$ cat config.mk
export PLATFORM = sky130hd
export DESIGN_NAME = branch_predict_ctrl
export DESIGN_NICKNAME = d
export VERILOG_FILES = /design/src/rtl/branch_predict_ctrl.sv
export SDC_FILE = /design/constraint.sdc
export NUM_CORES = 1
export LEC_CHECK = 0
export BUFFER_PORTS_ARGS = -buffer_cell sky130_fd_sc_hd__buf_2
export CAP_MARGIN = 20
export CORE_MARGIN = 2
export CORE_UTILIZATION = 35
export DETAILED_ROUTE_END_ITERATION = 6
export PLACE_DENSITY = 0.67
export SYNTH_ARGS = -nofsm -noshare
export SYNTH_HDL_FRONTEND = slang
export SYNTH_SLANG_ARGS = --single-unit
export TNS_END_PERCENT = 20
$ cat constraint.sdc
create_clock -name i_clk -period 2.77 [get_ports i_clk]
set_clock_uncertainty 0.1 [all_clocks]
set_input_delay 0.277 -clock i_clk [delete_from_list [all_inputs] [get_ports i_clk]]
set_output_delay 0.277 -clock i_clk [all_outputs]
set_load 0.02 [all_outputs]
$ cat src/rtl/branch_predict_ctrl.sv
// Branch predictor table sequencer: clears the table, resolves EX/MEM
// branches, drives fetch redirect and pipeline flushes, keeps statistics.
module branch_predict_ctrl #(
    parameter int DATA_WIDTH = 32,
    parameter int BRANCH_NO  = 8,
    parameter int IDX_W      = $clog2(BRANCH_NO),
    parameter int CNT_W      = 16
) (
    input  logic                  i_clk,
    input  logic                  i_rst_n,
    input  logic                  bp_clear_req,
    input  logic                  ex_mem_valid,
    input  logic [6:0]            ex_mem_opcode,
    input  logic [DATA_WIDTH-1:0] ex_mem_pc,
    input  logic                  ex_mem_pred_taken,
    input  logic [DATA_WIDTH-1:0] ex_mem_pred_target,
    input  logic                  ex_mem_branch_taken,
    input  logic [DATA_WIDTH-1:0] ex_mem_branch_target,
    output logic                  bp_wr_en,
    output logic [IDX_W-1:0]      bp_wr_idx,
    output logic                  bp_wr_taken,
    output logic [DATA_WIDTH-1:0] bp_wr_target,
    output logic                  redirect_valid,
    output logic [DATA_WIDTH-1:0] redirect_pc,
    output logic                  flush_if_id,
    output logic                  flush_id_ex,
    output logic                  flush_ex_mem,
    output logic                  stall_fetch,
    output logic                  busy_clear,
    output logic [CNT_W-1:0]      branch_cnt,
    output logic [CNT_W-1:0]      mispredict_cnt
);

    localparam logic [6:0] OP_BRANCH = 7'b1100011;
    localparam logic [IDX_W-1:0] LAST_IDX = IDX_W'(BRANCH_NO - 1);

    typedef enum logic [1:0] {
        CLEAR   = 2'd0,
        RUN     = 2'd1,
        RECOVER = 2'd2
    } state_t;

    state_t           state;
    logic [IDX_W-1:0] clr_idx;
    logic             clr_pend;

    logic in_clear;
    logic resolve;
    logic dir_miss;
    logic tgt_miss;
    logic mispred;

    always_comb begin
        in_clear = (state == CLEAR) && i_rst_n;
        resolve  = (state == RUN) && ex_mem_valid
                   && (ex_mem_opcode == OP_BRANCH);
        dir_miss = ex_mem_pred_taken != ex_mem_branch_taken;
        tgt_miss = ex_mem_pred_taken && ex_mem_branch_taken
                   && (ex_mem_pred_target != ex_mem_branch_target);
        mispred  = resolve && (dir_miss || tgt_miss);
    end

    // Write port: sweep during clear, resolved outcome during run.
    always_comb begin
        bp_wr_en     = 1'b0;
        bp_wr_idx    = '0;
        bp_wr_taken  = 1'b0;
        bp_wr_target = '0;
        unique case (1'b1)
            in_clear: begin
                bp_wr_en  = 1'b1;
                bp_wr_idx = clr_idx;
            end
            resolve: begin
                bp_wr_en     = 1'b1;
                bp_wr_idx    = ex_mem_pc[IDX_W+1:2];
                bp_wr_taken  = ex_mem_branch_taken;
                bp_wr_target = ex_mem_branch_target;
            end
            default: ;
        endcase
    end

    always_comb begin
        redirect_valid = mispred;
        redirect_pc    = '0;
        if (mispred) begin
            redirect_pc = ex_mem_branch_taken ? ex_mem_branch_target
                        : ex_mem_pc + DATA_WIDTH'(4);
        end
        flush_if_id  = mispred;
        flush_id_ex  = mispred;
        flush_ex_mem = mispred;
        stall_fetch  = state == CLEAR;
        busy_clear   = state == CLEAR;
    end

    always_ff @(posedge i_clk or negedge i_rst_n) begin
        if (!i_rst_n) begin
            state          <= CLEAR;
            clr_idx        <= '0;
            clr_pend       <= 1'b0;
            branch_cnt     <= '0;
            mispredict_cnt <= '0;
        end else begin
            unique case (state)
                CLEAR: begin
                    clr_idx <= clr_idx + 1'b1;
                    if (clr_idx == LAST_IDX) begin
                        clr_idx <= '0;
                        state   <= RUN;
                    end
                end
                RUN: begin
                    if (resolve && branch_cnt != '1)
                        branch_cnt <= branch_cnt + 1'b1;
                    if (mispred && mispredict_cnt != '1)
                        mispredict_cnt <= mispredict_cnt + 1'b1;
                    if (mispred) begin
                        state <= RECOVER;
                        if (bp_clear_req) clr_pend <= 1'b1;
                    end else if (bp_clear_req) begin
                        state   <= CLEAR;
                        clr_idx <= '0;
                    end
                end
                RECOVER: begin
                    // A request arriving during recovery counts as pending.
                    if (clr_pend || bp_clear_req) begin
                        state    <= CLEAR;
                        clr_idx  <= '0;
                        clr_pend <= 1'b0;
                    end else begin
                        state <= RUN;
                    end
                end
                default: state <= CLEAR;
            endcase
        end
    end

endmodule
Yosys cells after proc, flatten, opt, wreduce, memory -nomap -nowiden. Cells that the tools add are included.

Input bits: 109. Output and inout port bits: 107. Word-level logic and storage cells: 62. Bits in registers: 38.

Eq/ne operators: 14. Reductions and logical operators: 19. $add $sub $neg: 4. Muxes and demuxes: 20.

Operators with widths (number): 32-bit 2-to-1 mux (3); 16-bit by 1-bit adder with 16-bit output, second input constant (2); 32-bit by 3-bit adder with 32-bit output, second input constant (1); 16-bit inequality test, second input constant (2); 32-bit inequality test (1); 3-bit 2-to-1 mux (4); 3-bit case mux with 3 select lines (1); 1-bit logical AND (8); 2-bit inequality test, second input constant (4); 4-bit AND reduction (2); 7-bit equality test, second input constant (1); 1-bit 2-to-1 mux (6); 2-bit 2-to-1 mux (3); 2-bit case mux with 3 select lines (1); 3-bit case mux with 2 select lines (1); 2-bit AND reduction (3); 3-bit by 1-bit adder with 3-bit output, second input constant (1); 3-bit equality test, second input constant (1); 3-bit inequality test, second input constant (1); 3-bit nonzero test (1); 2-bit by 1-bit equality test with 1-bit output, second input constant (1); 2-bit equality test, second input constant (1); 2-bit zero test (1); 1-bit logical OR (2); 5 further kinds (5).

Longest topological paths before layout. Gate-level depths: netlist of the first run.

Depth after elaboration: 6. Gate-level depth with buffers: 11. Mapped depth without buffers: 9.

Worst setup path before layout of the first run. Ideal clock, no wire load.

Path kind: register to output. From: register state[1]. To: output flush_id_ex. Buffers on the path: 3. Arrival: 2177 ps. Required time: 2393 ps. Setup slack: 216 ps. Stages on the path, launching flop included: 12. Cell sequence: dfrtp_1 > inv_1 > ha_1 > nand3_2 > nor4b_4 > nand2_1 > a21oi_1 > a21oi_2 > buf_2 > buf_2 > inv_1 > buf_4.

Longest elaborated chain between the ends: 4.

RTL lines: start: declaration (line 43) `state_t state;`; start signal: assignment (line 100) `state <= CLEAR;`; start signal: assignment (line 111) `state <= RUN;`; start signal: assignment (line 120) `state <= RECOVER;`; 2-bit by 1-bit equality test with 1-bit output (line 55) `resolve = (state == RUN) && ex_mem_valid`; 1-bit logical AND (line 55); 1-bit logical AND (line 56) `&& (ex_mem_opcode == OP_BRANCH);`; 1-bit logical AND (line 60) `mispred = resolve && (dir_miss || tgt_miss);`; end: declaration (line 26) `output logic flush_id_ex,`.

Every way passes these cells.

Worst setup path after layout of the first run.
From: register state[1]. To: output redirect_pc[18].

Longest elaborated chain between the ends: 5.

RTL lines: 2-bit by 1-bit equality test with 1-bit output (line 55); 1-bit logical AND (line 55); 1-bit logical AND (line 56); 1-bit logical AND (line 60); 32-bit 2-to-1 mux (line 87) `if (mispred) begin`; end: declaration (line 24) `output logic [DATA_WIDTH-1:0] redirect_pc,`.

Every way passes these cells.

==> results of run 1 <==
[cell usage after synthesis (4+ instances only)]
library cell               count
sky130_fd_sc_hd__nand2_1      28
sky130_fd_sc_hd__nand4_1      18
sky130_fd_sc_hd__mux2_2        4
sky130_fd_sc_hd__and3_1       12
sky130_fd_sc_hd__dfrtp_1      38
sky130_fd_sc_hd__nor4_1        5
sky130_fd_sc_hd__nor2_1       59
sky130_fd_sc_hd__mux2i_1      16
sky130_fd_sc_hd__nor3_1        8
sky130_fd_sc_hd__nor4_2        4
sky130_fd_sc_hd__a21oi_1      18
sky130_fd_sc_hd__inv_1         7
sky130_fd_sc_hd__xnor2_1      55
sky130_fd_sc_hd__ha_1         11
sky130_fd_sc_hd__buf_4         5
sky130_fd_sc_hd__buf_2         4
sky130_fd_sc_hd__nand3_1      25
sky130_fd_sc_hd__clkbuf_1     12
sky130_fd_sc_hd__nor2b_1       4
sky130_fd_sc_hd__and2_1       33
sky130_fd_sc_hd__xor2_1       34
[per-stage QoR]
| stage | worst slack (ps) | utilization (%) | cell area (sq um) |
|---|---|---|---|
| 3_5_place_dp | 134.3 | 47.65 | 4831 |
| 3_3_place_gp | 244.1 | 47.65 | 4831 |
| 5_1_grt | -1.264 | 49.11 | 4979 |
| 2_1_floorplan | 216.0 | - | 3596 |
| 6_report | 123.4 | 49.11 | 4979 |
| 4_1_cts | 6.254 | 49.01 | 4969 |
[power breakdown]
part	total (mW)	switching, mW	internal [mW]
clock network	0.462	0.192	0.269
registers	0.619	0.0341	0.585
logic	0.628	0.359	0.269
total	1.71	0.585	1.12
[sequential cells by signal, summed over array words and instances (netlist names)]
name and flops:
state 2, clr_idx 3, clr_pend 1, branch_cnt 16, mispredict_cnt 16
[repair_timing]
item / 4_1_cts / 5_1_grt
gates resized for setup: 4 / 2
buffers inserted: 1 / 1
hold endpoints to repair: 13 / 0
pin swaps: 1 / 0
gates cloned: 0 / 0
hold buffers: 1 / 0
setup endpoints to repair: 36 / 41
[cells by family (layout without fill, tap and decap cells)]
group	Yosys count	count (layout)	share of synthesized area (%)
flip-flops	38	38	26.44
AO/OA/AOI/OAI	33	33	6.020
multiplexers	21	21	6.019
buffers and inverters	29	244	3.897
XOR/XNOR	89	89	21.68
AND/OR/NAND/NOR	211	211	32.12
adder cells (fa/ha/maj)	11	11	3.827
[per-layer routing]
metal / track usage, % / vias up / wire (microns) / share of wire (%)
met5: 0 / - / 0 / 0
met4: 8.381 / 0 / 374 / 2.9
met3: 4.082 / 25 / 905 / 7.1
met2: 41.47 / 179 / 6762 / 53
met1: 23.33 / 1852 / 4653 / 37
li1: - / 1896 / - / -
[final timing paths]
check                                    start            endpoint  slack [ps]  cells after the start
max in group asynchronous              i_rst_n  mispredict_cnt[13]        1550                      3
min in group asynchronous              i_rst_n       branch_cnt[6]         340                      2
worst min register to register  branch_cnt[13]      branch_cnt[13]         390                      1
worst min-delay path              bp_clear_req            clr_pend         320                      4
worst max register to register        state[1]      branch_cnt[12]         290                     11
worst max-delay path                  state[1]     redirect_pc[18]         120                     11
[worst max-delay path, cell delays in order (launching register included)]
cell	delay (ps)
sky130_fd_sc_hd__dfrtp_1	400
sky130_fd_sc_hd__inv_2	80
sky130_fd_sc_hd__ha_2	200
sky130_fd_sc_hd__nand3_2	80
sky130_fd_sc_hd__nor4b_4	260
sky130_fd_sc_hd__buf_4	180
sky130_fd_sc_hd__nand2_1	70
sky130_fd_sc_hd__a21oi_2	160
sky130_fd_sc_hd__a21oi_4	60
sky130_fd_sc_hd__buf_12	170
sky130_fd_sc_hd__nor2_1	140
sky130_fd_sc_hd__buf_2	180
[final cells by class]
cell class	instances	area (sq um)	area share [%]
sequential	38	950.9	19.10
clock inverter	1	30.03	0.6032
timing repair buffer	229	1206	24.23
tap	136	170.2	3.418
inverter	7	26.28	0.5278
multi-input combinational	365	2519	50.59
clock buffer	7	76.32	1.533
==> impl.org, run 1 <==
** Status
- Outcome :: finished, final reports clean

** Critical path
- Endpoint class of the critical path :: primary output
- Arrival time at the worst endpoint :: 2270 ps
- Of all nets on the critical path, the largest fanout is 33.
- Required time of the worst setup path :: 2390 ps
- The critical path in this run is classified as reg2out.
- The worst setup path is launched from a flip-flop.

** STA
- The worst path needs 2647 ps of the cycle, external delays included.
- Final Max Slew Viols :: 0
- The final hold violation count was 0.
- Final total negative setup slack :: 0 ps
- Total of endpoints with negative setup slack in the final report :: 0
- At the pin with the least slew margin, the transition time is 571.9 ps.
- Final hold analysis gives a worst-case slack of 318.9 ps.
- Based on the critical path, the design can be clocked at up to 377.8 MHz.
- Measured against its own limit, the worst slew margin works out to 61.87%.
- The final critical path takes up between 90 and 100% of the cycle.

** Synth
- In the synthesized netlist, the number of instances is 432.
- Synth area leaders :: sky130_fd_sc_hd__dfrtp_1 26%, sky130_fd_sc_hd__xnor2_1 13%, sky130_fd_sc_hd__xor2_1 8.3%
- Top-area cell type share of the netlist area :: 26.44%
- Count of flip-flops with a built-in enable after synthesis :: 0
- In the synthesized netlist the async set-or-reset flop fraction comes to between 90% and 100%.
- The netlist uses 43 different library cells.
- For this run, the number of Yosys warnings is 0.
- The number of nets in the synthesized netlist is between 500 and 600.
- Avg Synthesized Cell Area :: 8.324 sq um
- The synthesized design contains 38 register bits.
- In this run the cell area of the synthesized design comes to 3596 sq um.
- The synthesized design spends more area on one cell type than any other, namely sky130_fd_sc_hd__dfrtp_1.
- Sequential cells were found to cover 26.44% of the synthesized design area.
- Top flip-flop cell by instance count after synthesis :: sky130_fd_sc_hd__dfrtp_1

** Floorplan
- The die covers 11,100 sq um.
- The die is 105.4 microns tall.
- Overall die width :: roughly 110 microns
- Core region area :: just over 10,000 sq um
- Site Rows :: 37
- During I/O placement, the number of pins put on the boundary was 216.
- Once the floorplan was initialized, standard cells occupied 35.47% of the core.

** Route
- In the final routed layout, each cell accounts on average for 16.21 microns.
- After the first detailed-routing iteration, the DRC count stood at 138.
- The detailed router placed 3,952 vias in this run.
- Wires add up to 12.70 mm.
- For this run, the detailed router's first-pass iteration total came to 5.
- Via-to-Cell Ratio :: 5.047
- Remaining antenna violation count :: 0
- In the routed design, unresolved DRC markers number 0.

** Cells and area
- Most common cell after layout, fill and taps aside :: sky130_fd_sc_hd__buf_2
- Final nets :: 766
- Cells with a size suffix above 1 make up 39.10% of the layout.
- The filler cells instantiated in the layout total 1,012.
- Layout overhead on the synthesized area :: 38.45%
- Most frequent cells in the layout :: 214 x sky130_fd_sc_hd__buf_2, 59 x sky130_fd_sc_hd__nor2_1, 55 x sky130_fd_sc_hd__xnor2_1, 38 x sky130_fd_sc_hd__dfrtp_1, 34 x sky130_fd_sc_hd__xor2_1
- Fin cells :: 783
- The number of antenna diodes in the final layout is 0.

** Global routing
- Via count of the first global-routing pass :: 3,845
- Tot GR Track Use :: a little over a fifth
- GR Overflow Total :: 0
- Largest net degree at the start of global routing :: 51
- The number of antenna violations at the first check in global routing was 0.
- The first global-routing pass estimated 19.08 mm of wire.

** Clock tree
- Clock tree from TritonCTS :: done
- The clock drives 38 sinks.
- Clock buffers created by TritonCTS :: 5
- Clock-pin transition on the worst setup and hold timing paths :: about 70 ps
- In this run the deepest clock path goes through 2 buffers.
- In this run the number of H-tree levels came out at 2.
- In this run the clock root is driven by a sky130_fd_sc_hd__clkbuf_8.
- Clock insertion delay at the later pin of the skew report :: approximately 290 ps

** Power
- Final Power :: 1.709 mW
- Max VDD drop :: 0.4966 mV
- Areal power density over the cells :: 343.2 nW/um^2
- Leakage power summed over all cells :: roughly 2.7 nW

** Place
- The congestion estimate from routability-driven global placement came to 0.9705.
- Summed over all nets, the half-perimeter wirelength after detailed placement is 10.41 mm.
- Count of input and output buffers :: 215
- Number of cells in the design after placement :: 772

** Worst hold path
- Hold crit path type :: in2reg

** Flow run
- MaxCap Viol Count :: 0
Note: power is estimated with default switching activity, not from simulation.
==> run 2, diff against run 1 <==
- PLACE_DENSITY: 0.67 -> not set
- PLACE_DENSITY_LB_ADDON: not set -> 0.08
==> run 2 against run 1 <==
Net effect:
- non-clock buffer count grew 5
- combinational power shrank 1%
- total power shrank 5.5%
- critical path depth is the same
- sequential share of layout area shrank 0.19 points
- final cell count grew 0.38%
- design area grew 1.0%
- global-route usage shrank 0.41 points
- routed wire length shrank 3.3%
- die area is the same
==> impl.org, run 2 (synthesized netlist as in run 1, its figures left out) <==
** Status
- Outcome :: finished, final reports clean

** Clock tree
- Counting along the longest clock path gives a buffer depth of 2.
- TritonCTS built the clock tree.
- Clock insertion delay at the later pin of the skew report :: 290 ps
- Number of H-tree levels :: 2
- CTS saw 38 sinks.
- After clock tree synthesis, the clock-pin slew on the worst setup and hold paths is 70 ps.
- Clock buffers created by TritonCTS :: 5
- Cell at the root of the clock tree :: sky130_fd_sc_hd__clkbuf_8

** STA
- The worst pin sits at a relative slew slack of 61.23%.
- Highest clock frequency the design can meet :: 380.8 MHz
- The final max-slew violation count came to 0.
- Time the worst path needs with I/O delays and setup :: between 2000 and 3000 ps
- Number of hold-slack violations in the final timing report :: 0
- RSZ-0062 raised after global routing :: true
- Setup violations remaining at the end of the flow were counted as 0.
- Actual transition at the worst max-transition pin :: 581.6 ps
- Fin crit share :: 94.80%

** Power
- Summed over all nets, the switching power comes to approximately 560 uW.
- Combinational power share :: 38.5%
- Final Power :: 1.615 mW
- Dividing total power by cell area gives a power density of 321.0 nW/um^2.
- Fraction of power spent switching nets :: 34.81%
- Summed over all cells, the static leakage comes to 2.720 nW.
- Max VDD drop :: 0.2540 mV
- Cell internal power dissipation :: 1.053 mW
- Clock share of power :: 23.2%
- In this run, flip-flops and latches consume a little under two fifths of the power.

** Cells and area
- The largest registers in the layout are branch_cnt (16), mispredict_cnt (16), clr_idx (3).
- Fin area :: 5030 sq um
- Share of final-layout standard cells stronger than drive strength 1 :: 40.15%
- Leaving out fill and tap cells, the most frequent cell in the layout is sky130_fd_sc_hd__buf_2.
- The repair_antennas step left the layout with diodes totalling 0.
- Layout overhead on the synthesized area :: 39.87%
- Most frequent cells in the layout :: 202 x sky130_fd_sc_hd__buf_2, 56 x sky130_fd_sc_hd__nor2_1, 55 x sky130_fd_sc_hd__xnor2_1, 38 x sky130_fd_sc_hd__dfrtp_1, 34 x sky130_fd_sc_hd__xor2_1
- Final nets :: between 700 and 800

** Critical path
- Of all nets on the critical path, the largest fanout is 35.
- Endpoint class of the critical path :: primary output
- CP startpoint kind :: flip-flop
- Data on the critical path arrives at its endpoint at 2250 ps.
- Required time of the worst setup path :: between 2000 and 2500 ps
- By startpoint and endpoint, the worst setup path is classified as reg2out.

** Global routing
- The number of global-route vias before repair came to approximately 3,700.
- Largest net degree at the start of global routing :: 51
- In the global route stage, overall resource usage came out at a little over a fifth.
- The number of antenna violations at the first check in global routing is 0.
- The total overflow left after global routing is 0.
- Wire length of the first global-routing pass :: 18.77 mm

** Floorplan
- Core region area :: 10,140 sq um
- Io pins :: 216
- Site Rows :: 37
- For this configuration, the core starts out at a cell density of between 30% and 40%.
- Die outline height :: about 110 microns
- Die area :: 11,100 sq um
- Overall die width :: between 100 and 150 microns

** Route
- After detailed routing, the average wire length per cell comes to roughly 16 microns.
- Total Wirelength :: about 12 mm
- First-iteration detailed-routing DRC count :: 136
- Dividing the detail-routed via count by the number of cells gives between 4 and 5.
- Post-detailed-route DRC marker count :: 0
- The detail route stage leaves a number of antenna-violating nets equal to 0.
- The final route contains 3,846 vias.
- The first TritonRoute pass finished after 4 iterations.

** Worst hold path
- Hold crit path type :: in2async

** Place
- Placed Area :: approximately 4800 sq um
- Final GP Congestion :: roughly 0.84
- Count of input and output buffers :: 215
- Summed over all nets, the half-perimeter wirelength after detailed placement is between 9 and 10 mm.

** Flow run
- The tool flagged a number of max-cap violations equal to 0.
## run 2: cell types whose count changed in the layout (fill, tap and decap cells not counted), sizes merged
cell	previous run	this run
buf	228	233
bufinv	1	0
clkbuf	7	6
## run 2: metrics by stage
stage	worst slack [ps]	utilization [%]	hold WS (ps)	std cells	TNS (ps)
global placement	168.0	47.72	30.68	773	0
finish	144.0	49.61	261.7	786	0
global route	-8.952	49.61	278.2	786	-16.25
detailed placement	203.4	47.72	31.90	773	0
CTS	12.83	48.98	252.4	784	0
floorplan	216.0	-	-118.6	432	0
## run 2: worst max-delay path, stage by stage (launching register included)
cell and delay (ps):
sky130_fd_sc_hd__dfrtp_1 420, sky130_fd_sc_hd__inv_2 90, sky130_fd_sc_hd__ha_2 180, sky130_fd_sc_hd__nand3_2 80, sky130_fd_sc_hd__nor4b_4 260, sky130_fd_sc_hd__buf_4 170
sky130_fd_sc_hd__nand2_1 70, sky130_fd_sc_hd__a21oi_2 150, sky130_fd_sc_hd__a21oi_4 60, sky130_fd_sc_hd__buf_12 170, sky130_fd_sc_hd__nor2_1 110, sky130_fd_sc_hd__buf_2 170
## run 2: final timing paths
check / from / end / slack (ps) / cells past startpoint
worst max-delay path: state[1] / redirect_pc[21] / 140 / 11
worst max register to register: state[1] / branch_cnt[12] / 270 / 11
worst min-delay path: i_rst_n / clr_idx[2] / 260 / 2
max in group asynchronous: i_rst_n / branch_cnt[12] / 1610 / 3
min in group i_clk: bp_clear_req / clr_pend / 310 / 4
worst min register to register: mispredict_cnt[14] / mispredict_cnt[14] / 390 / 1
## run 2: per-layer routing
layer | vias to the layer above | share of wire, % | GRT usage [%]
met5 | - | 0 | 0
met4 | 0 | 2.5 | 8.095
met3 | 20 | 5.6 | 2.845
met2 | 139 | 51 | 39.82
met1 | 1777 | 40 | 24.40
li1 | 1910 | - | -
## run 2: area by class of cell
class	count	area (sq um)
Sequential cell	38	950.9
Clock buffer	6	82.58
Timing Repair Buffer	234	1274
Tap cell	136	170.2
Inverter	7	26.28
Multi-Input combinational cell	365	2526
Fill cell	1026	5109
## run 2: timing repair
action	4_1_cts	5_1_grt
hold buffers	1	0
endpoints found under the hold margin	3	0
setup buffers	3	2
cloned	1	0
endpoints found under the setup margin	11	40
resized for setup	2	20
pin swaps	1	0
## run 2: power groups by stage
stage	clock, mW	combinational (mW)	sequential (mW)
6_report	0.375	0.622	0.617
2_1_floorplan	0	0.369	0.623
3_5_place_dp	0	0.619	0.627
4_1_cts	0.388	0.625	0.617
5_1_grt	0.409	0.682	0.620
3_3_place_gp	0	0.613	0.625
==> run 3, diff against run 2 <==
- BUFFER_PORTS_ARGS: -buffer_cell sky130_fd_sc_hd__buf_2 -> -buffer_cell sky130_fd_sc_hd__clkbuf_2
==> run 3 against run 2 <==
Net effect:
- design area down 0.65%
- critical path type unchanged
- sequential power about the same
- non-clock buffer count shrank 6
- final cell count fell by 0.51%
==> impl.org, run 3 (synthesized netlist as in run 1, its figures left out) <==
** Status
- The run finished with clean final reports.

** Global routing
- Across every metal layer, demand over resource in global routing totals about a fifth.
- GR Overflow Total :: 0
- The layer flagged by global routing as most heavily used is met2.
- The number of global-route vias before repair came to ~3,700.
- The number of antenna violations at the first check in global routing is 0.
- Largest net degree at the start of global routing :: slightly above 50
- Global routing usage on met1 :: 23.82%
- Met2 track demand over resource in global routing :: 38.71%
- The first global-routing pass estimated 18.26 mm of wire.
- For met3 alone, demand over resource in global routing was 2.845%.

** STA
- The final max-slew violation count came to 0.
- Time the worst path needs with I/O delays and setup :: 2666 ps
- The final hold violation count came to 0.
- Once routing completed, OpenROAD measured the worst setup slack at 104.0 ps.
- Fin crit share :: 96.25%
- For the pin with the worst max-slew slack, the measured transition is 588.2 ps.
- Highest clock frequency the design can meet :: approximately 380 MHz
- Worst slew margin :: 60.78%
- Total of endpoints with negative setup slack in the final report :: 0
- Setup repair after global routing could not meet its margin everywhere.
- Worst hold slack :: roughly 270 ps

** Cells and area
- Layout overhead on the synthesized area :: 38.97%
- Biggest registers after layout :: branch_cnt (16), mispredict_cnt (16), clr_idx (3)
- In the final layout, the share of cells above drive strength 1 is 39.63%.
- Most common cell after layout, fill and taps aside :: sky130_fd_sc_hd__clkbuf_2
- The net count of the finished layout is 765.
- Excluding fillers, the count of instances in the completed layout stands at 782.
- 0 antenna diodes ended up in the layout.
- Fillcell total :: 1,048
- At the end of the flow the core is filled with cells to roughly half.
- Most frequent cells in the layout :: 193 x sky130_fd_sc_hd__clkbuf_2, 56 x sky130_fd_sc_hd__nor2_1, 55 x sky130_fd_sc_hd__xnor2_1, 38 x sky130_fd_sc_hd__dfrtp_1, 34 x sky130_fd_sc_hd__xor2_1

** Route
- After detailed routing, the average wire length per cell comes to 15.24 microns.
- The routed layout has 3,846 vias.
- Total Wirelength :: 11.92 mm
- Post-detailed-route DRC marker count :: 0
- Using the TritonRoute via totals, the vias-per-cell ratio works out to 4.918.
- Number of iterations in the first detailed-routing pass :: 4
- In this run the remaining antenna-violating nets after routing total 0.
- First-iteration detailed-routing DRC count :: between 100 and 150

** Power
- Max VDD drop :: 0.3287 mV
- In this run the power density over the cells is ~320 nW/um^2.
- Leakage power summed over all cells :: 2.655 nW

** Clock tree
- TritonCTS built the clock tree.
- Cell at the root of the clock tree :: sky130_fd_sc_hd__clkbuf_8
- Counting along the longest clock path gives a buffer depth of 2.
- Clock-pin transition on the worst setup and hold timing paths :: 70 ps
- In this run, CTS created clock tree buffers numbering 5.
- Clk sink count :: 38
- The clock reaches the later pin of the worst-skew pair after 280 ps.
- In this run the number of H-tree levels came out at 2.

** Floorplan
- Once the floorplan was initialized, standard cells occupied 35.47% of the core.
- Site Rows :: 37
- The die is ~110 microns wide.
- Core region area :: 10,140 sq um
- Die area :: about 11,000 sq um
- The floorplan step set the die height to 105.4 microns.
- 216 I/O pins were placed.

** Critical path
- Register-to-Register Setup Slack :: 230 ps
- The critical path starts at state[1].
- CP startpoint kind :: flip-flop
- Endpoint class of the critical path :: primary output
- In this run the worst path has a maximum fanout of 37.
- Data on the critical path is required at its endpoint by 2390 ps.
- Critical path class :: reg2out
- Arrival time at the worst endpoint :: around 2300 ps
- In this run the critical register-to-register path is launched from state[1].

** Flow run
- MaxCap Viol Count :: 0

** Place
- Post-detailed-placement half-perimeter wirelength :: 9.883 mm
- Input and output buffers added on the ports amount to 215.
- Prior to clock tree synthesis, the placed netlist has a worst setup slack of 218.7 ps.
- At the end of routability-driven placement, the weighted congestion stood at between 0.9 and 1.
- After detailed placement, the design holds a cell count of 771.

** Worst hold path
- The path class of the tightest hold or removal check is in2async.
run 3: cell types whose count changed in the layout (fill, tap and decap cells not counted), sizes merged:
cell,delta
buf,-199
clkinv,+1
clkbuf,+194
run 3: repair_timing:
| action | in CTS | in global routing |
|---|---|---|
| gates resized for setup | 0 | 42 |
| endpoints found under the setup margin | 0 | 69 |
| endpoints found under the hold margin | 3 | 0 |
| hold buffers | 1 | 0 |
| setup buffers | 0 | 2 |
run 3: per-layer routing:
| metal | part of all wire, % | vias up |
|---|---|---|
| met3 | 5.1 | 20 |
| li1 | - | 1899 |
| met4 | 2.3 | 0 |
| met1 | 40 | 1796 |
| met2 | 52 | 131 |
| met5 | 0 | - |
run 3: power by group:
part	internal [mW]	leakage (nW)	switching (mW)	total, mW
Clock	0.201	0.0482	0.185	0.386
Combinational	0.266	2.08	0.341	0.607
Sequential	0.585	0.526	0.0303	0.616
Total	1.05	2.65	0.556	1.61
run 3: metrics by stage:
stage	area (sq um)	total power [mW]	TNS, ps
after floorplan	3596	0.9921	0
after global placement	4823	1.224	0
after detailed placement	4823	1.234	0
after CTS	4925	1.627	0
after global routing	4997	1.718	-341.4
final	4997	1.609	0
run 3: layout make-up:
type                       count  area (sq um)  area share (%)
multi-input combinational    365          2535           50.73
timing repair buffer         228          1224           24.49
sequential                    38         950.9           19.03
tap                          136         170.2           3.405
clock buffer                   7         86.33           1.728
inverter                       7         26.28          0.5258
clock inverter                 1         5.005          0.1002
run 3: worst paths after layout:
path | endpoint | depth (start not counted)
worst max-delay path | redirect_pc[10] | 10
worst min-delay path | clr_idx[0] | 2
worst max register to register | branch_cnt[13] | 10
worst min register to register | mispredict_cnt[14] | 1
max in group asynchronous | branch_cnt[15] | 3
min in group i_clk | clr_pend | 4
run 3: critical path: stages (launching register included):
cell	delay, ps
sky130_fd_sc_hd__dfrtp_1	440
sky130_fd_sc_hd__inv_2	90
sky130_fd_sc_hd__ha_2	190
sky130_fd_sc_hd__nand3_2	80
sky130_fd_sc_hd__nor4b_4	330
sky130_fd_sc_hd__nand2_1	130
sky130_fd_sc_hd__a21oi_2	190
sky130_fd_sc_hd__a21oi_4	60
sky130_fd_sc_hd__buf_12	180
sky130_fd_sc_hd__nor2_1	140
sky130_fd_sc_hd__buf_4	160
